==> config.mk <==
export PLATFORM = sky130hd
export DESIGN_NAME = mem_access_unit
export DESIGN_NICKNAME = d
export VERILOG_FILES = /design/src/rtl/mem_access_unit_pkg.sv /design/src/rtl/mem_access_unit_load_align_ext.sv /design/src/rtl/mem_access_unit.sv
export SDC_FILE = /design/constraint.sdc
export NUM_CORES = 1
export LEC_CHECK = 0
export ABC_AREA = 1
export BUFFER_PORTS_ARGS = -buffer_cell sky130_fd_sc_hd__clkbuf_2
export CAP_MARGIN = 20
export CORE_MARGIN = 2
export CORE_UTILIZATION = 51
export DETAILED_ROUTE_END_ITERATION = 8
export GPL_ROUTABILITY_DRIVEN = 0
export GPL_TIMING_DRIVEN = 0
export PLACE_DENSITY = 0.88
export SYNTH_ARGS = -nofsm -noshare
export SYNTH_HDL_FRONTEND = slang
export SYNTH_SLANG_ARGS = --single-unit
==> constraint.sdc <==
create_clock -name clk_i -period 1.95 [get_ports clk_i]
set_input_delay 0.39 -clock clk_i [delete_from_list [all_inputs] [get_ports clk_i]]
set_output_delay 0.39 -clock clk_i [all_outputs]
set_load 0.1 [all_outputs]
==> src/rtl/mem_access_unit_pkg.sv <==
// rtl/mem_access_unit_pkg.sv - shared types, funct3 codes and op legality check for the memory stage
package mem_access_unit_pkg;

   typedef enum logic [1:0] {
      LSU_IDLE = 2'd0,
      LSU_REQ  = 2'd1,
      LSU_WAIT = 2'd2
   } lsu_state_e;

   typedef enum logic [1:0] {
      EXC_NONE       = 2'b00,
      EXC_MISALIGNED = 2'b01,
      EXC_ILLEGAL    = 2'b10,
      EXC_TIMEOUT    = 2'b11
   } exc_cause_e;

   localparam logic [2:0] FUNCT3_LB  = 3'b000;
   localparam logic [2:0] FUNCT3_LH  = 3'b001;
   localparam logic [2:0] FUNCT3_LW  = 3'b010;
   localparam logic [2:0] FUNCT3_LBU = 3'b100;
   localparam logic [2:0] FUNCT3_LHU = 3'b101;
   localparam logic [2:0] FUNCT3_SB  = 3'b000;
   localparam logic [2:0] FUNCT3_SH  = 3'b001;
   localparam logic [2:0] FUNCT3_SW  = 3'b010;

   typedef struct packed {
      logic        req;
      logic        we;
      logic [31:0] addr;
      logic [3:0]  be;
      logic [31:0] wdata;
   } mem_bus_req_t;

   // Illegal encodings take priority over alignment faults.
   function automatic exc_cause_e check_op(input logic rd, input logic wr,
                                           input logic [2:0] f3, input logic [1:0] a);
      if ((rd && wr) || f3 == 3'b011 || f3[2:1] == 2'b11 || (wr && f3 > FUNCT3_SW))
         return EXC_ILLEGAL;
      if ((f3[1:0] == 2'b01 && a[0]) || (f3 == FUNCT3_LW && a != 2'b00))
         return EXC_MISALIGNED;
      return EXC_NONE;
   endfunction

endpackage

==> src/rtl/mem_access_unit_load_align_ext.sv <==
// rtl/mem_access_unit_load_align_ext.sv - load lane select and sign/zero extension
module mem_access_unit_load_align_ext
   import mem_access_unit_pkg::*;
(
   input  logic [31:0] rdata_i,
   input  logic [1:0]  off_i,
   input  logic [2:0]  funct3_i,
   output logic [31:0] data_o
);

   logic [31:0] lane;

   assign lane = rdata_i >> {off_i, 3'b000};

   always_comb begin
      data_o = lane;
      case (funct3_i)
         FUNCT3_LB:  data_o = {{24{lane[7]}}, lane[7:0]};
         FUNCT3_LH:  data_o = {{16{lane[15]}}, lane[15:0]};
         FUNCT3_LBU: data_o = {24'd0, lane[7:0]};
         FUNCT3_LHU: data_o = {16'd0, lane[15:0]};
         default:    data_o = lane;
      endcase
   end

endmodule

==> src/rtl/mem_access_unit.sv <==
// rtl/mem_access_unit.sv - load/store stage driving a req/gnt/rvalid data bus
module mem_access_unit
   import mem_access_unit_pkg::*;
#(
   parameter int unsigned pMaxWait = 64
) (
   input  logic        clk_i,
   input  logic        rst_i,
   input  logic [31:0] op_addr_i,
   input  logic [31:0] op_data_i,
   input  logic [4:0]  op_rd_addr_i,
   input  logic [2:0]  op_funct3_i,
   input  logic        op_read_i,
   input  logic        op_write_i,
   output logic        stall_o,
   output logic        mem_req_o,
   output logic        mem_we_o,
   output logic [31:0] mem_addr_o,
   output logic [3:0]  mem_be_o,
   output logic [31:0] mem_wdata_o,
   input  logic        mem_gnt_i,
   input  logic        mem_rvalid_i,
   input  logic [31:0] mem_rdata_i,
   output logic [4:0]  wb_addr_o,
   output logic [31:0] wb_data_o,
   output logic        wb_dv_o,
   output logic        exc_valid_o,
   output logic [1:0]  exc_cause_o,
   output logic [31:0] exc_addr_o
);

   localparam int unsigned CntW = $clog2(pMaxWait);
   localparam logic [CntW-1:0] CntLast = CntW'(pMaxWait - 1);

   lsu_state_e   state_q, state_d;
   mem_bus_req_t bus_q, bus_d;
   logic [1:0]   off_q, off_d;
   logic [2:0]   funct3_q, funct3_d;
   logic [4:0]   rd_q, rd_d;
   logic [CntW-1:0] cnt_q, cnt_d;
   logic [4:0]   wb_addr_q, wb_addr_d;
   logic [31:0]  wb_data_q, wb_data_d;
   logic         wb_dv_q, wb_dv_d;
   logic         exc_valid_q, exc_valid_d;
   logic [1:0]   exc_cause_q, exc_cause_d;
   logic [31:0]  exc_addr_q, exc_addr_d;

   exc_cause_e   op_cause;
   logic [3:0]   store_be;
   logic [31:0]  store_wdata;
   logic [31:0]  load_data;

   assign op_cause = check_op(op_read_i, op_write_i, op_funct3_i, op_addr_i[1:0]);

   always_comb begin
      store_be    = 4'b1111;
      store_wdata = op_data_i;
      case (op_funct3_i)
         FUNCT3_SB: begin
            store_be    = 4'b0001 << op_addr_i[1:0];
            store_wdata = {4{op_data_i[7:0]}};
         end
         FUNCT3_SH: begin
            store_be    = 4'b0011 << op_addr_i[1:0];
            store_wdata = {2{op_data_i[15:0]}};
         end
         default: ;
      endcase
   end

   mem_access_unit_load_align_ext u_load_align_ext (
      .rdata_i  (mem_rdata_i),
      .off_i    (off_q),
      .funct3_i (funct3_q),
      .data_o   (load_data)
   );

   always_comb begin
      state_d     = state_q;
      bus_d       = bus_q;
      off_d       = off_q;
      funct3_d    = funct3_q;
      rd_d        = rd_q;
      cnt_d       = cnt_q;
      wb_addr_d   = wb_addr_q;
      wb_data_d   = wb_data_q;
      wb_dv_d     = 1'b0;
      exc_valid_d = 1'b0;
      exc_cause_d = exc_cause_q;
      exc_addr_d  = exc_addr_q;
      case (state_q)
         LSU_IDLE: begin
            if (op_read_i || op_write_i) begin
               if (op_cause != EXC_NONE) begin
                  exc_valid_d = 1'b1;
                  exc_cause_d = op_cause;
                  exc_addr_d  = op_addr_i;
               end else begin
                  state_d     = LSU_REQ;
                  bus_d.req   = 1'b1;
                  bus_d.we    = op_write_i;
                  bus_d.addr  = {op_addr_i[31:2], 2'b00};
                  bus_d.be    = store_be;
                  bus_d.wdata = store_wdata;
                  off_d       = op_addr_i[1:0];
                  funct3_d    = op_funct3_i;
                  rd_d        = op_rd_addr_i;
                  cnt_d       = '0;
               end
            end
         end
         LSU_REQ: begin
            if (mem_gnt_i) begin
               bus_d.req = 1'b0;
               state_d   = bus_q.we ? LSU_IDLE : LSU_WAIT;
               cnt_d     = '0;
            end else if (cnt_q == CntLast) begin
               bus_d.req   = 1'b0;
               state_d     = LSU_IDLE;
               exc_valid_d = 1'b1;
               exc_cause_d = EXC_TIMEOUT;
               exc_addr_d  = {bus_q.addr[31:2], off_q};
            end else begin
               cnt_d = cnt_q + 1'b1;
            end
         end
         LSU_WAIT: begin
            // A late rvalid in the final counted cycle still completes the load.
            if (mem_rvalid_i) begin
               wb_addr_d = rd_q;
               wb_data_d = load_data;
               wb_dv_d   = (rd_q != 5'd0);
               state_d   = LSU_IDLE;
            end else if (cnt_q == CntLast) begin
               state_d     = LSU_IDLE;
               exc_valid_d = 1'b1;
               exc_cause_d = EXC_TIMEOUT;
               exc_addr_d  = {bus_q.addr[31:2], off_q};
            end else begin
               cnt_d = cnt_q + 1'b1;
            end
         end
         default: state_d = LSU_IDLE;
      endcase
   end

   always_ff @(posedge clk_i) begin
      if (rst_i) begin
         state_q     <= LSU_IDLE;
         bus_q       <= '0;
         off_q       <= 2'd0;
         funct3_q    <= 3'd0;
         rd_q        <= 5'd0;
         cnt_q       <= '0;
         wb_addr_q   <= 5'd0;
         wb_data_q   <= 32'd0;
         wb_dv_q     <= 1'b0;
         exc_valid_q <= 1'b0;
         exc_cause_q <= 2'd0;
         exc_addr_q  <= 32'd0;
      end else begin
         state_q     <= state_d;
         bus_q       <= bus_d;
         off_q       <= off_d;
         funct3_q    <= funct3_d;
         rd_q        <= rd_d;
         cnt_q       <= cnt_d;
         wb_addr_q   <= wb_addr_d;
         wb_data_q   <= wb_data_d;
         wb_dv_q     <= wb_dv_d;
         exc_valid_q <= exc_valid_d;
         exc_cause_q <= exc_cause_d;
         exc_addr_q  <= exc_addr_d;
      end
   end

   assign stall_o     = (state_q != LSU_IDLE);
   assign mem_req_o   = bus_q.req;
   assign mem_we_o    = bus_q.we;
   assign mem_addr_o  = bus_q.addr;
   assign mem_be_o    = bus_q.be;
   assign mem_wdata_o = bus_q.wdata;
   assign wb_addr_o   = wb_addr_q;
   assign wb_data_o   = wb_data_q;
   assign wb_dv_o     = wb_dv_q;
   assign exc_valid_o = exc_valid_q;
   assign exc_cause_o = exc_cause_q;
   assign exc_addr_o  = exc_addr_q;

endmodule

==> results.ini <==
[placed_design]
io_buffer_count = 251
dp_hpwl_um = 18100
placed_area_um2 = 9130

[hold_path]
hold_path.class = in -> reg

[worst_setup_path]
crit_path_max_incr_delay_ns = 0.36
arrival_ns = 2.21
startpoint_type = register
cp-end-kind = register
worst_ep_required_time_ns = 2.27
cp_max_fo = 10
critical-path-slowest-cell = dfxtp_2
cpMostUsedCell = nor2_1
cp_cell_sequence = ha_2, nand3_2, nor2_4, inv_2, a21oi_4, nand2_4, buf_6, nor2_1, nor2_1
critical_path_class = reg -> reg

[logic_synthesis]
syn_inst = 1163
synthArstFlopShare_pct = 0
synth_edf_count = 0
syn_area_um2 = 7640
synthTopCellsByCount = nand2_1, dfxtp_1, inv_1
synth_top_area_cell = dfxtp_1
yosys_warnings = 0
synth_seq_cells = 159
syn_avg_cell_area_um2 = 6.57
yosysUniqueCellTypes = 36
yosysSeqAreaShare_pct = 41.7
netlist.area_leader.share_pct = 41.7
synthTopCellsByArea = dfxtp_1, nand2_1, o21ai_0
synthFlopType = dfxtp_1
synth_most_common_cell = nand2_1

[clock_network]
cts_sinks = 159
numCtsBuffers = 17
clk_pin_slew_worst_paths_ns = 0.07
cts_tree = done
cts-root-buf = clkbuf_16
clock_latency_ns = 0.43
htree_levels = 4
clockBufferDepth = 2

[floorplan]
die_w_um = 126
rows = 44
fp.dieH_um = 126
dieArea_um2 = 16000
io_pins = 254
core-area_um2 = 14600
initial_utilization_pct = 52.4

[sta]
rsz0062_at_grt = true
min_period_ns = 1.89
fin_hold_ws_ns = 0.190
setup_viol = 0
max_freq_ghz = 0.529
worstMarginPinSlew_ns = 0.757
fin_skew_ns = 0.0124
finalMaxSlewViolations = 0
slew_headroom_pct = 49.5
period_share_pct = 97.0
hold_violations = 0

[cells_and_area]
final_cell_area_um2 = 9830
nets = 1555
drive_gt1_share_pct = 24.1
num_antenna_cells = 0
area_growth_syn_to_layout_pct = 28.7
fin_util_pct = 67.4

[grt]
grt-ovfl-total = 0
grt_max_degree = 17
grt_pass1_wl_um = 37700
antenna_found_initial = 0
grt_pass1_vias = 7811
grt_use_total_pct = 29.0

[routing]
vias_per_cell = 5.27
wirelength_um = 24100
dr_total_vias = 8633
drtIter0Drc = 873
wire_per_inst_um = 14.7
postRouteAntennaNets = 0
drc_errors = 0
drt_first_pass_iters = 7

[pwr]
leakage_uw = 0.00500
irDropWorstVdd_mv = 0.546
p_per_area_nw_per_um2 = 1010

[flow_run]
drv_cap = 0

[outcome]
status = finished, final reports clean

routing by layer:
layer / up-vias / track usage [%] / wire length [um]
li1: 4240 / - / -
met1: 3842 / 36.1 / 9680
met2: 467 / 48.1 / 11200
met3: 84 / 6.45 / 2230
met4: 0 / 13.3 / 939
met5: - / 0 / 0
metrics by stage:
step	cells	setup WS (ns)	power (uW)	setup TNS [ns]
floorplan	1164	0.168	5990	0
global placement	1599	-0.173	6570	-3.49
detailed placement	1599	-0.258	6610	-7.65
CTS	1631	0.00648	9900	0
global route	1637	-0.0286	10300	-0.0708
finish	1637	0.0584	9910	0
cell usage in the layout, fill, tap and decap left out, drive strengths merged:
master,n
conb,2
inv,155
bufinv,1
nand3,48
a22oi,1
a21boi,1
nand2,301
mux2,1
o31ai,16
xor2,1
nand3b,2
or2,1
nand4,3
o21a,1
clkinvlp,1
a21oi,101
nor2,143
ha,5
dfxtp,159
o22ai,1
clkbuf,315
clkinv,5
o211ai,16
buf,35
o21ai,138
final cells by class:
| class | instances | area, um^2 |
|---|---|---|
| plain buffers | 74 | 372 |
| clock buffers | 20 | 467 |
| clock inverters | 12 | 120 |
| fillers | 1268 | 4750 |
| inverters | 150 | 564 |
| multi-input cells | 782 | 3580 |
| flip-flops and latches | 159 | 3190 |
| well taps | 184 | 230 |
| repair buffers | 256 | 1310 |
sequential cells by signal, summed over array words and instances, names as in the netlist:
signal,cells
exc_valid_o,1
rd_q,5
exc_addr_o,32
cnt_q,6
funct3_q,3
exc_cause_o,2
mem_addr_o,30
wb_addr_o,5
state_q,2
mem_be_o,4
off_q,2
wb_data_o,32
mem_wdata_o,32
mem_we_o,1
mem_req_o,1
wb_dv_o,1
cell families after synthesis:
logic type | count (synthesis) | share of synthesized area (%)
fa+ha+maj | 5 | 0.819
mux | 1 | 0.147
flops | 159 | 41.7
buf+inv | 224 | 12.0
compound gates | 275 | 19.4
simple gates | 497 | 25.9
other cells | 1 | 0.0491
xor+xnor | 1 | 0.115
worst paths after layout:
path                     startpoint                         end  slack, ns  cells after the start
max           cnt_q[1]$_SDFFE_PP0P_  exc_addr_o[9]$_SDFFE_PP0P_       0.06                      9
max reg2reg   cnt_q[1]$_SDFFE_PP0P_  exc_addr_o[9]$_SDFFE_PP0P_       0.06                      9
min                 op_rd_addr_i[4]        rd_q[4]$_SDFFE_PP0P_       0.19                      3
min reg2reg  mem_req_o$_SDFFE_PP0P_      mem_req_o$_SDFFE_PP0P_       0.46                      2
repair_timing:
action                                  CTS  global route
endpoints found under the setup margin   49            73
hold buffers                              0             0
cloned                                    0             1
resized for setup                         9            25
pin swaps                                 0             2
buffers inserted                          0             5
power breakdown:
part           total (uW)  switching (uW)  internal (uW)
combinational        3010            2400            601
clock                3300            1410           1890
sequential           3610             133           3480
total                9910            3950           5970
critical path: cells and delay by family (launching register included):
kind | cells | cell delay [ns]
simple gates | 5 | 0.65
flops | 1 | 0.36
compound gates | 1 | 0.29
buf+inv | 2 | 0.27
fa+ha+maj | 1 | 0.22
(Power assumes the default switching activity.)
